**src/rtl/display_page_sched_pkg.sv**
```systemverilog
// Shared types for the display page scheduler:
// page indices, FSM states and the page-to-driver mode map.
package display_page_sched_pkg;

  localparam logic [2:0] PG_BANNER = 3'd0;
  localparam logic [2:0] PG_HIRES  = 3'd1;
  localparam logic [2:0] PG_FREQ   = 3'd2;
  localparam logic [2:0] PG_DUTY   = 3'd3;
  localparam logic [2:0] PG_WAVE   = 3'd4;
  localparam logic [2:0] PG_LAST   = 3'd4;

  typedef enum logic {
    ST_SHOW  = 1'b0,
    ST_BLANK = 1'b1
  } state_t;

  typedef struct packed {
    logic [1:0] dip;
    logic       msel;
  } page_cfg_t;

  function automatic page_cfg_t page_map(input logic [2:0] p);
    page_cfg_t c;
    c = '{dip: 2'b00, msel: 1'b0};
    unique case (1'b1)
      (p == PG_HIRES): c.dip = 2'b01;
      (p == PG_FREQ):  c.dip = 2'b10;
      (p == PG_DUTY):  c.dip = 2'b11;
      (p == PG_WAVE):  c = '{dip: 2'b11, msel: 1'b1};
      default:         c = '{dip: 2'b00, msel: 1'b0};
    endcase
    return c;
  endfunction

endpackage

```
**src/rtl/display_page_sched_snapshot_hold.sv**
```systemverilog
// Refresh-paced snapshot of frequency and duty data so the
// displayed digits only change at refresh boundaries.
module display_page_sched_snapshot_hold
  import display_page_sched_pkg::*;
#(
  parameter int REFRESH_TICKS = 500
) (
  input  logic        clk,
  input  logic        rst,
  input  logic        freeze,
  input  logic [31:0] freq_data,
  input  logic        freq_valid,
  input  logic [15:0] duty_data,
  input  logic        duty_valid,
  output logic [31:0] freq_hold,
  output logic [15:0] duty_hold,
  output logic        hold_upd
);

  localparam int RW = $clog2(REFRESH_TICKS);

  logic [RW-1:0] rcnt;
  logic [31:0]   freq_pend;
  logic [15:0]   duty_pend;
  logic          pend_f;
  logic          pend_d;
  logic          wrap;
  logic          commit;

  assign wrap   = (rcnt == RW'(REFRESH_TICKS - 1));
  assign commit = wrap && !freeze;

  always_ff @(posedge clk) begin
    if (rst) begin
      rcnt      <= '0;
      freq_pend <= '0;
      duty_pend <= '0;
      pend_f    <= 1'b0;
      pend_d    <= 1'b0;
      freq_hold <= '0;
      duty_hold <= '0;
      hold_upd  <= 1'b0;
    end else begin
      rcnt     <= wrap ? '0 : rcnt + 1'b1;
      hold_upd <= commit && (pend_f || pend_d);
      // a strobe on the wrap cycle re-arms the flag for the next wrap
      if (freq_valid) begin
        freq_pend <= freq_data;
        pend_f    <= 1'b1;
      end else if (commit) begin
        pend_f    <= 1'b0;
      end
      if (duty_valid) begin
        duty_pend <= duty_data;
        pend_d    <= 1'b1;
      end else if (commit) begin
        pend_d    <= 1'b0;
      end
      if (commit && pend_f) freq_hold <= freq_pend;
      if (commit && pend_d) duty_hold <= duty_pend;
    end
  end

endmodule

```
**src/rtl/display_page_sched.sv**
```systemverilog
// Page sequencer for the seven-segment display: auto/manual
// page selection with a blanking gap, plus held measurement data.
module display_page_sched
  import display_page_sched_pkg::*;
#(
  parameter int DWELL_TICKS   = 2000,
  parameter int REFRESH_TICKS = 500,
  parameter int BLANK_TICKS   = 4
) (
  input  logic        freq_source,
  input  logic        rst,
  input  logic        auto_en,
  input  logic [2:0]  man_page,
  input  logic        freeze,
  input  logic [31:0] freq_data,
  input  logic        freq_valid,
  input  logic [15:0] duty_data,
  input  logic        duty_valid,
  output logic [2:0]  page_idx,
  output logic [1:0]  page_dip,
  output logic        page_mode_sel,
  output logic        blank,
  output logic [31:0] freq_hold,
  output logic [15:0] duty_hold,
  output logic        hold_upd
);

  localparam int DW = $clog2(DWELL_TICKS);
  localparam int BW = $clog2(BLANK_TICKS + 1);

  state_t        state, state_n;
  logic [DW-1:0] dwell, dwell_n;
  logic [BW-1:0] bcnt, bcnt_n;
  logic [2:0]    next_page, next_n;
  logic [2:0]    page_n;
  logic          blank_n;
  page_cfg_t     cfg_n;

  assign cfg_n = page_map(page_n);

  always_ff @(posedge freq_source) begin
    if (rst) begin
      state         <= ST_SHOW;
      dwell         <= '0;
      bcnt          <= '0;
      next_page     <= PG_BANNER;
      page_idx      <= PG_BANNER;
      page_dip      <= 2'b00;
      page_mode_sel <= 1'b0;
      blank         <= 1'b0;
    end else begin
      state         <= state_n;
      dwell         <= dwell_n;
      bcnt          <= bcnt_n;
      next_page     <= next_n;
      page_idx      <= page_n;
      page_dip      <= cfg_n.dip;
      page_mode_sel <= cfg_n.msel;
      blank         <= blank_n;
    end
  end

  always_comb begin
    state_n = state;
    dwell_n = dwell;
    bcnt_n  = bcnt;
    next_n  = next_page;
    page_n  = page_idx;
    blank_n = blank;
    unique case (state)
      ST_SHOW: begin
        bcnt_n = '0;
        if (auto_en) begin
          if (dwell == DW'(DWELL_TICKS - 1)) begin
            dwell_n = '0;
            next_n  = (page_idx == PG_LAST) ? PG_BANNER
                                            : page_idx + 3'd1;
            state_n = ST_BLANK;
            blank_n = 1'b1;
          end else begin
            dwell_n = dwell + 1'b1;
          end
        end else begin
          dwell_n = '0;
          if (man_page <= PG_LAST && man_page != page_idx) begin
            next_n  = man_page;
            state_n = ST_BLANK;
            blank_n = 1'b1;
          end
        end
      end
      ST_BLANK: begin
        // new page lands on the same edge that blank drops
        if (bcnt == BW'(BLANK_TICKS - 1)) begin
          state_n = ST_SHOW;
          blank_n = 1'b0;
          page_n  = next_page;
        end else begin
          bcnt_n = bcnt + 1'b1;
        end
      end
      default: state_n = ST_SHOW;
    endcase
  end

  display_page_sched_snapshot_hold #(
    .REFRESH_TICKS(REFRESH_TICKS)
  ) u_snap (
    .clk       (freq_source),
    .rst       (rst),
    .freeze    (freeze),
    .freq_data (freq_data),
    .freq_valid(freq_valid),
    .duty_data (duty_data),
    .duty_valid(duty_valid),
    .freq_hold (freq_hold),
    .duty_hold (duty_hold),
    .hold_upd  (hold_upd)
  );

endmodule
```
**config.mk**
```make
export PLATFORM = sky130hd
export DESIGN_NAME = display_page_sched
export DESIGN_NICKNAME = d
export VERILOG_FILES = /design/src/rtl/display_page_sched_pkg.sv /design/src/rtl/display_page_sched_snapshot_hold.sv /design/src/rtl/display_page_sched.sv
export SDC_FILE = /design/constraint.sdc
export NUM_CORES = 1
export LEC_CHECK = 0
export CAP_MARGIN = 20
export CELL_PAD_IN_SITES_DETAIL_PLACEMENT = 1
export CELL_PAD_IN_SITES_GLOBAL_PLACEMENT = 2
export CORE_MARGIN = 2
export CORE_UTILIZATION = 27
export CTS_BUF_LIST = sky130_fd_sc_hd__clkbuf_16
export CTS_CLUSTER_DIAMETER = 150
export DETAILED_ROUTE_END_ITERATION = 8
export MAX_ROUTING_LAYER = met4
export PLACE_DENSITY = 0.83
export SYNTH_ARGS = -nofsm -noshare
export SYNTH_HDL_FRONTEND = slang
export SYNTH_SLANG_ARGS = --single-unit
```
**constraint.sdc**
```tcl
create_clock -name freq_source -period 1.7 [get_ports freq_source]
set_input_delay 0.34 -clock freq_source [delete_from_list [all_inputs] [get_ports freq_source]]
set_output_delay 0.34 -clock freq_source [all_outputs]
set_load 0.05 [all_outputs]
```
=== Word-level counts from Yosys, hierarchy flattened ===
Index checks and enable logic that the tools add are counted.

* Flip-flop bits (word level): 133

* $add $sub $neg: 4
* $lt $le $gt $ge: 1
* Equality and inequality tests: 14
* Muxes and demuxes: 25
* Bitwise logic cells: 1
* Reductions and logical operators: 14

{| class="wikitable"
|+ Operators by type and width
! cell !! count
|-
| $mux W11 || 2
|-
| $mux W3 || 7
|-
| $mux W1 || 12
|-
| $add A11 B1 Y11 const B || 1
|-
| $eq A11 B11 Y1 const B || 1
|-
| $add A9 B1 Y9 const B || 1
|-
| $eq A3 B2 Y1 const B || 3
|-
| $eq A9 B9 Y1 const B || 1
|-
| $add A3 B1 Y3 const B || 2
|-
| $eq A3 B3 Y1 const B || 2
|-
| $ne A3 B3 Y1 const B || 2
|-
| $pmux W2 S3 || 1
|-
| $pmux W3 S2 || 1
|-
| $reduce_and A3 Y1 || 2
|-
| $reduce_bool A2 Y1 || 3
|-
| $logic_and A1 B1 Y1 || 5
|-
| $ne A2 B1 Y1 const B || 2
|-
| $pmux W1 S2 || 2
|-
| $reduce_or A2 Y1 || 2
|-
| $eq A3 B1 Y1 const B || 1
|-
| $le A3 B3 Y1 const B || 1
|-
| $ne A3 B3 Y1 || 1
|-
| $ne A2 B2 Y1 const B || 1
|-
| $logic_not A1 Y1 || 1
|-
| 2 further kinds || 2
|}

=== Longest topological paths before layout ===
* Depth in word-level cells: 6
* Mapped depth: 9
* Gate-level depth less buffers: 7

=== Hierarchy ===
A second synthesis with hierarchy kept.

* Cell total of the unflattened synthesis: 567
* Area total of the unflattened synthesis: 5649.2 µm²

{| class="wikitable"
|+ Modules (own cells, without submodules)
! module !! instances !! cells each !! area each (µm²) !! sequential area each (µm²)
|-
| display_page_sched_snapshot_hold || 1 || 420 || 4345.4 || 2162.1
|-
| display_page_sched || 1 || 147 || 1303.8 || 500.5
|}

=== Worst setup path before layout ===
No wires, ideal clock.

* Path type: reg2reg
* Start point: reg page_idx[0]
* End point: reg next_page[2]
* Setup time: 72 ps
* Data arrival time: 1840 ps
* Path slack: -212 ps
* Cell stages (with the launch flop): 7
* Path buffers: 1
* Period minus slack after synthesis: 1912 ps
* Cells stage by stage: dfxtp_1 > buf_2 > or3_4 > a2111oi_4 > nor3_2 > a22oi_4 > mux2i_1

* Cells in the longest elaborated chain, start to end: 4
* Elaborated cells between the ends (all ways): 9
* Those cells by class: 1 x add/sub; 2 x eq/ne; 3 x mux; 3 x reduce/logical

{| class="wikitable"
|+ RTL lines
! what !! line !! source
|-
| start: declaration || display_page_sched.sv:19 || <nowiki>output logic [2:0] page_idx,</nowiki>
|-
| start signal: assignment || display_page_sched.sv:56 || <nowiki>page_idx <= page_n;</nowiki>
|-
| $add A3 B1 Y3, or another cell as far along || display_page_sched.sv:77 || <nowiki>: page_idx + 3'd1;</nowiki>
|-
| $mux W3 / $logic_and A1 B1 Y1 (equally long branches) || display_page_sched.sv:76, display_page_sched.sv:85 ||
|-
| $mux W3 / $reduce_bool A2 Y1 (equally long branches) || n/a ||
|-
| $mux W3 / $reduce_and A3 Y1 (equally long branches) || n/a ||
|-
| end signal: assignment || display_page_sched.sv:55 || <nowiki>next_page <= next_n;</nowiki>
|-
| end: declaration || display_page_sched.sv:34 || <nowiki>logic [2:0] next_page, next_n;</nowiki>
|}

Parallel ways exist; a longest one is shown, timed or not. The select of a mux whose other input is x is not followed.
A chain may end at the register's enable or synchronous reset.

=== Worst setup path after layout ===
* Start point: reg u_snap.rcnt[1]
* End point: reg u_snap.freq_hold[12]

* Cells in the longest elaborated chain, start to end: 3

{| class="wikitable"
|+ RTL lines
! what !! line !! source
|-
| start: declaration || display_page_sched_snapshot_hold.sv:22 || <nowiki>logic [RW-1:0] rcnt;</nowiki>
|-
| start signal: assignment || display_page_sched_snapshot_hold.sv:44 || <nowiki>rcnt <= wrap ? '0 : rcnt + 1'b1;</nowiki>
|-
| $eq A9 B9 Y1 || display_page_sched_snapshot_hold.sv:30 || <nowiki>assign wrap = (rcnt == RW'(REFRESH_TICKS - 1));</nowiki>
|-
| $logic_and A1 B1 Y1 || display_page_sched_snapshot_hold.sv:31 || <nowiki>assign commit = wrap && !freeze;</nowiki>
|-
| $logic_and A1 B1 Y1 || display_page_sched_snapshot_hold.sv:59 || <nowiki>if (commit && pend_f) freq_hold <= freq_pend;</nowiki>
|-
| end signal: assignment || display_page_sched_snapshot_hold.sv:59 ||
|-
| end: declaration || display_page_sched_snapshot_hold.sv:15 || <nowiki>output logic [31:0] freq_hold,</nowiki>
|}

Every way passes these cells.

==> results list <==
* Data arrival, critical path: 1.99 ns
* RSZ-0062 raised after global routing: true
* Iteration-0 DRC count of the detailed router: 172
- In this run the tool buffered the top-level ports with 112 buffer cells.
* Antenna-violating nets left: 0
* Std cell rows: 50
- Global-route total usage across every layer: 15.7%
- WS Path Type: reg2reg
- The first global-routing pass estimated 24.3 mm of wire.
* Worst slew slack as a fraction of its limit: 72.6%
* Synth async-reset ratio: 0%
- The worst hold path was traced through 2 stages.
* Library cell contributing the largest single delay on the critical path: sky130_fd_sc_hd__dfxtp_2
- The biggest area contributor in the post-synthesis netlist is sky130_fd_sc_hd__dfxtp_1.
- XOR/XNOR Fraction of Synth Area: 1.18%
- Dividing the detail-routed wire length by the instance count gives 17.0 um.
- Skew-Pair Late Insertion Delay: 0.42 ns
* Proportion of netlist area held by the largest area contributor: 51.4%
* Hold Fails Final Rpt: 0
* CORE AREA: 0.0188 mm2
* Final min period: 1.65 ns
- The synthesized netlist contains 47 unique library cells.
* Die boundary width: 143 um
* Sum of buffers and inverters on the critical path: 1
* Setup Skew: 0.0143 ns
- Vias in the first global route: 4849
* Reg clk slew, reported paths: 0.06 ns
- Worst hold start: rst
- The min-delay analysis places its worst path in the category in2reg.
- At the pin with the least slew margin, the transition time is 0.411 ns.
* Post-synthesis cell count: 574
- Place WS: -0.368 ns
- In the final design database the tool counted 780 nets.
- In this run the cell area measured after placement is 0.00667 mm2.
- Endpoint with the worst hold slack: u_snap.duty_pend[1]
- Among all flip-flop cells after synthesis, the most frequent one is sky130_fd_sc_hd__dfxtp_1.
- Power spread over the standard cell area amounts to 951 mW/mm2.
- Final cell count without fillers: 962
- The initial antenna violation count was 0.
- Amount of wire on met2 after detailed routing: 8.21 mm
- Crit-path max cell delay: 0.35 ns
- By area, the combinational part of the netlist is dominated by simple AND/OR/NAND/NOR gates.
- Family with the most delay on the worst path: simple AND/OR/NAND/NOR gates
* Top-level I/O count: 113
- Critical path endpoint category: flip-flop
* Drt via density: 4.79
* Number of design rule violations left after detail routing: 0
- Final setup fails: 0
* Adder and majority cell fraction of the synthesized area: 1.45%
* Mean area per synthesized cell: 9.03 um2
* Top fanout value on the critical path: 8
* Max-cap viol count: 0
- Sequence of cells on the critical path: ha_4 -> nand4bb_4 -> nor3_4 -> and2_4 -> clkbuf_16 -> nand2_2 -> a21oi_2
* TritonCTS buffer count: 17
* Vias post-DR: 4606
- Post-synthesis compound-gate area fraction: 11.2%
- In this run the number of H-tree levels came out at 4.
* Number of detailed-route iterations in the first pass: 4
- After detailed routing, the wire length on met1 is 7.25 mm.
- Pin count of the biggest net entering global routing: 65
- The routed design uses 577 um of met3 wire.
- On the final layout, the worst hold slack is 0.337 ns.
- Ratio of cells with drive above 1 in the final layout: 26.0%
- Number of synthesized register bits: 133
- Worst-case register-to-register setup slack: 0.05 ns
- Number of cells on the worst reg-to-reg path: 7
* Fraction of the mapped netlist area in simple logic gates: 20.1%
- During synthesis, Yosys emitted a total of 0 warnings.
- Routability congestion estimate from global placement: 0.749
* Category of the worst setup path launch point: flip-flop
* Leading cell types by total area after synthesis: sky130_fd_sc_hd__dfxtp_1, sky130_fd_sc_hd__mux2i_1, sky130_fd_sc_hd__nand2_1, sky130_fd_sc_hd__a21oi_1, sky130_fd_sc_hd__nor2_1
- Counting along the longest clock path gives a buffer depth of 2.
- Worst flop-to-flop path startpoint: u_snap.rcnt[1]
* Cts-stage hold buffer count: 0
- Post-synthesis to final-layout area growth: 46.3%
- VDD sags by at most 666 uV.
- For this configuration, the core starts out at a cell density of 27.6%.
* Clock sink count: 133
- Root Buffer Master: sky130_fd_sc_hd__clkbuf_16
* Post-route cell area: 0.00758 mm2
* Final Cycle Share: 96.9%
- GR Overflow Total: 0
- Top post-synthesis cells by count: sky130_fd_sc_hd__dfxtp_1, sky130_fd_sc_hd__nand2_1, sky130_fd_sc_hd__nor2_1
- Summed over all cells, the static leakage comes to 3.11 nW.
* Die area: 0.0203 mm2
* Max Freq: 0.607 GHz
* Highest signal layer in the routed design: met4
- Wires add up to 16.3 mm.
- Most frequent cell after synthesis: sky130_fd_sc_hd__dfxtp_1
* Netlist Area Pre-Place: 0.00518 mm2
* Worst reg2reg path endpoint: u_snap.freq_hold[12]
- TritonCTS clock tree: built
- Diodes inserted: 0
- The portion of synthesized area spent on multiplexers is 10.4%.
- Counting every net in the synthesized netlist gives 637.
- The share of the Yosys chip area taken by registers is 51.4%.
- Data required time of the worst path: 2.04 ns
- Max-slew violations: 0
- Cell count after placement: 921
* Outcome: complete, no violations
- Setup slack closes at 0.0528 ns.
- The synthesized design contains 0 enable-type register cells.
- The die is 143 um tall.
- After legalization and detailed placement, the total HPWL measured 10.5 mm.
==> registers in the layout, summed over array words and instances (netlist names), 2 cells and up <==
register          cells
bcnt                  3
dwell                11
next_page             3
page_dip              2
page_idx              3
u_snap.duty_hold     16
u_snap.duty_pend     16
u_snap.freq_hold     32
u_snap.freq_pend     32
u_snap.rcnt           9
==> worst register-to-register path: stages (launching register included) <==
cell,delay [ns]
sky130_fd_sc_hd__dfxtp_2,0.35
sky130_fd_sc_hd__ha_4,0.15
sky130_fd_sc_hd__nand4bb_4,0.13
sky130_fd_sc_hd__nor3_4,0.26
sky130_fd_sc_hd__and2_4,0.28
sky130_fd_sc_hd__clkbuf_16,0.21
sky130_fd_sc_hd__nand2_2,0.06
sky130_fd_sc_hd__a21oi_2,0.13
==> routing by layer <==
metal  global-route usage [%]  vias up
met5                        -        -
met2                     26.5       94
met1                     17.9     2259
met3                     4.07       22
met4                     5.84        0
li1                         -     2231
==> timing repair <==
action                     in CTS  in global routing
setup endpoints to repair      19                 58
gates resized for setup         5                 54
gates cloned                    0                  7
setup buffers                   5                  0
pin swaps                       2                 14
==> cells in the final DEF, fill, tap and decap left out, types with 2 or more instances in the layout <==
master	count
sky130_fd_sc_hd__dfxtp_1	128
sky130_fd_sc_hd__nand2_1	88
sky130_fd_sc_hd__buf_4	88
sky130_fd_sc_hd__nor2_1	75
sky130_fd_sc_hd__mux2i_1	53
sky130_fd_sc_hd__clkdlybuf4s50_1	53
sky130_fd_sc_hd__a21oi_1	41
sky130_fd_sc_hd__nand3_1	25
sky130_fd_sc_hd__a21oi_2	23
sky130_fd_sc_hd__clkbuf_16	22
sky130_fd_sc_hd__inv_1	10
sky130_fd_sc_hd__buf_12	8
sky130_fd_sc_hd__o21ai_0	7
sky130_fd_sc_hd__a311oi_1	7
sky130_fd_sc_hd__nand2_2	7
sky130_fd_sc_hd__buf_6	6
sky130_fd_sc_hd__clkinv_2	5
sky130_fd_sc_hd__and3_1	4
sky130_fd_sc_hd__xor2_1	4
sky130_fd_sc_hd__nand2b_1	4
sky130_fd_sc_hd__nand2_4	4
sky130_fd_sc_hd__ha_1	4
sky130_fd_sc_hd__xnor2_1	3
sky130_fd_sc_hd__or3_1	3
sky130_fd_sc_hd__and2_1	3
sky130_fd_sc_hd__a41oi_1	3
sky130_fd_sc_hd__nor3_1	3
sky130_fd_sc_hd__dfxtp_2	3
sky130_fd_sc_hd__clkinv_1	2
sky130_fd_sc_hd__nand3b_1	2
sky130_fd_sc_hd__o31ai_1	2
sky130_fd_sc_hd__nor2b_1	2
sky130_fd_sc_hd__nor3_4	2
sky130_fd_sc_hd__o22ai_1	2
sky130_fd_sc_hd__nand4_1	2
sky130_fd_sc_hd__ha_4	2
sky130_fd_sc_hd__clkinvlp_4	2
sky130_fd_sc_hd__dfxtp_4	2
==> worst max-delay path by stage <==
| stage | startpoint | to | slack, ns | depth (start not counted) |
|---|---|---|---|---|
| after detailed placement | man_page[2] | next_page[2] | -0.37 | 6 |
| final | u_snap.rcnt[1] | u_snap.freq_hold[12] | 0.05 | 7 |
| after global routing | u_snap.rcnt[0] | u_snap.freq_hold[12] | -0.05 | 7 |
| after floorplan | page_idx[0] | next_page[2] | -0.04 | 6 |
| after global placement | man_page[0] | next_page[2] | -0.33 | 6 |
| after CTS | dwell[1] | dwell[1] | 0.007 | 8 |
==> power breakdown <==
group | internal [mW] | switching (mW) | total (mW)
registers | 3.21 | 0.0674 | 3.28
logic | 0.283 | 0.255 | 0.538
clock network | 2.05 | 1.34 | 3.39
total | 5.54 | 1.66 | 7.20
==> through the flow <==
| step | power (mW) | utilization [%] | setup TNS [ns] |
|---|---|---|---|
| after floorplan | 3.59 | - | -0.0440 |
| after detailed placement | 3.85 | 35.5 | -7.08 |
| after global routing | 7.51 | 40.4 | -0.259 |
| final | 7.20 | 40.4 | 0 |
| after CTS | 7.28 | 38.7 | 0 |
| after global placement | 3.83 | 35.5 | -4.86 |
==> cells by family after synthesis <==
family,after synthesis
AOI/OAI and AO/OA,95
xor gates and xnor gates,7
adders and majority gates,6
buffers and inverters,46
DFF,133
muxes,54
and+or+nand+nor,233
==> layout make-up <==
class,count,area (um2)
Clock buffer,18,450
Inverter,9,33.8
Fill cell,2135,11200
Sequential cell,133,2670
Tap cell,234,293
Multi-Input combinational cell,395,2500
Timing Repair Buffer,161,1540
Clock inverter,12,90.1
Note: power is estimated with default switching activity, not from simulation.
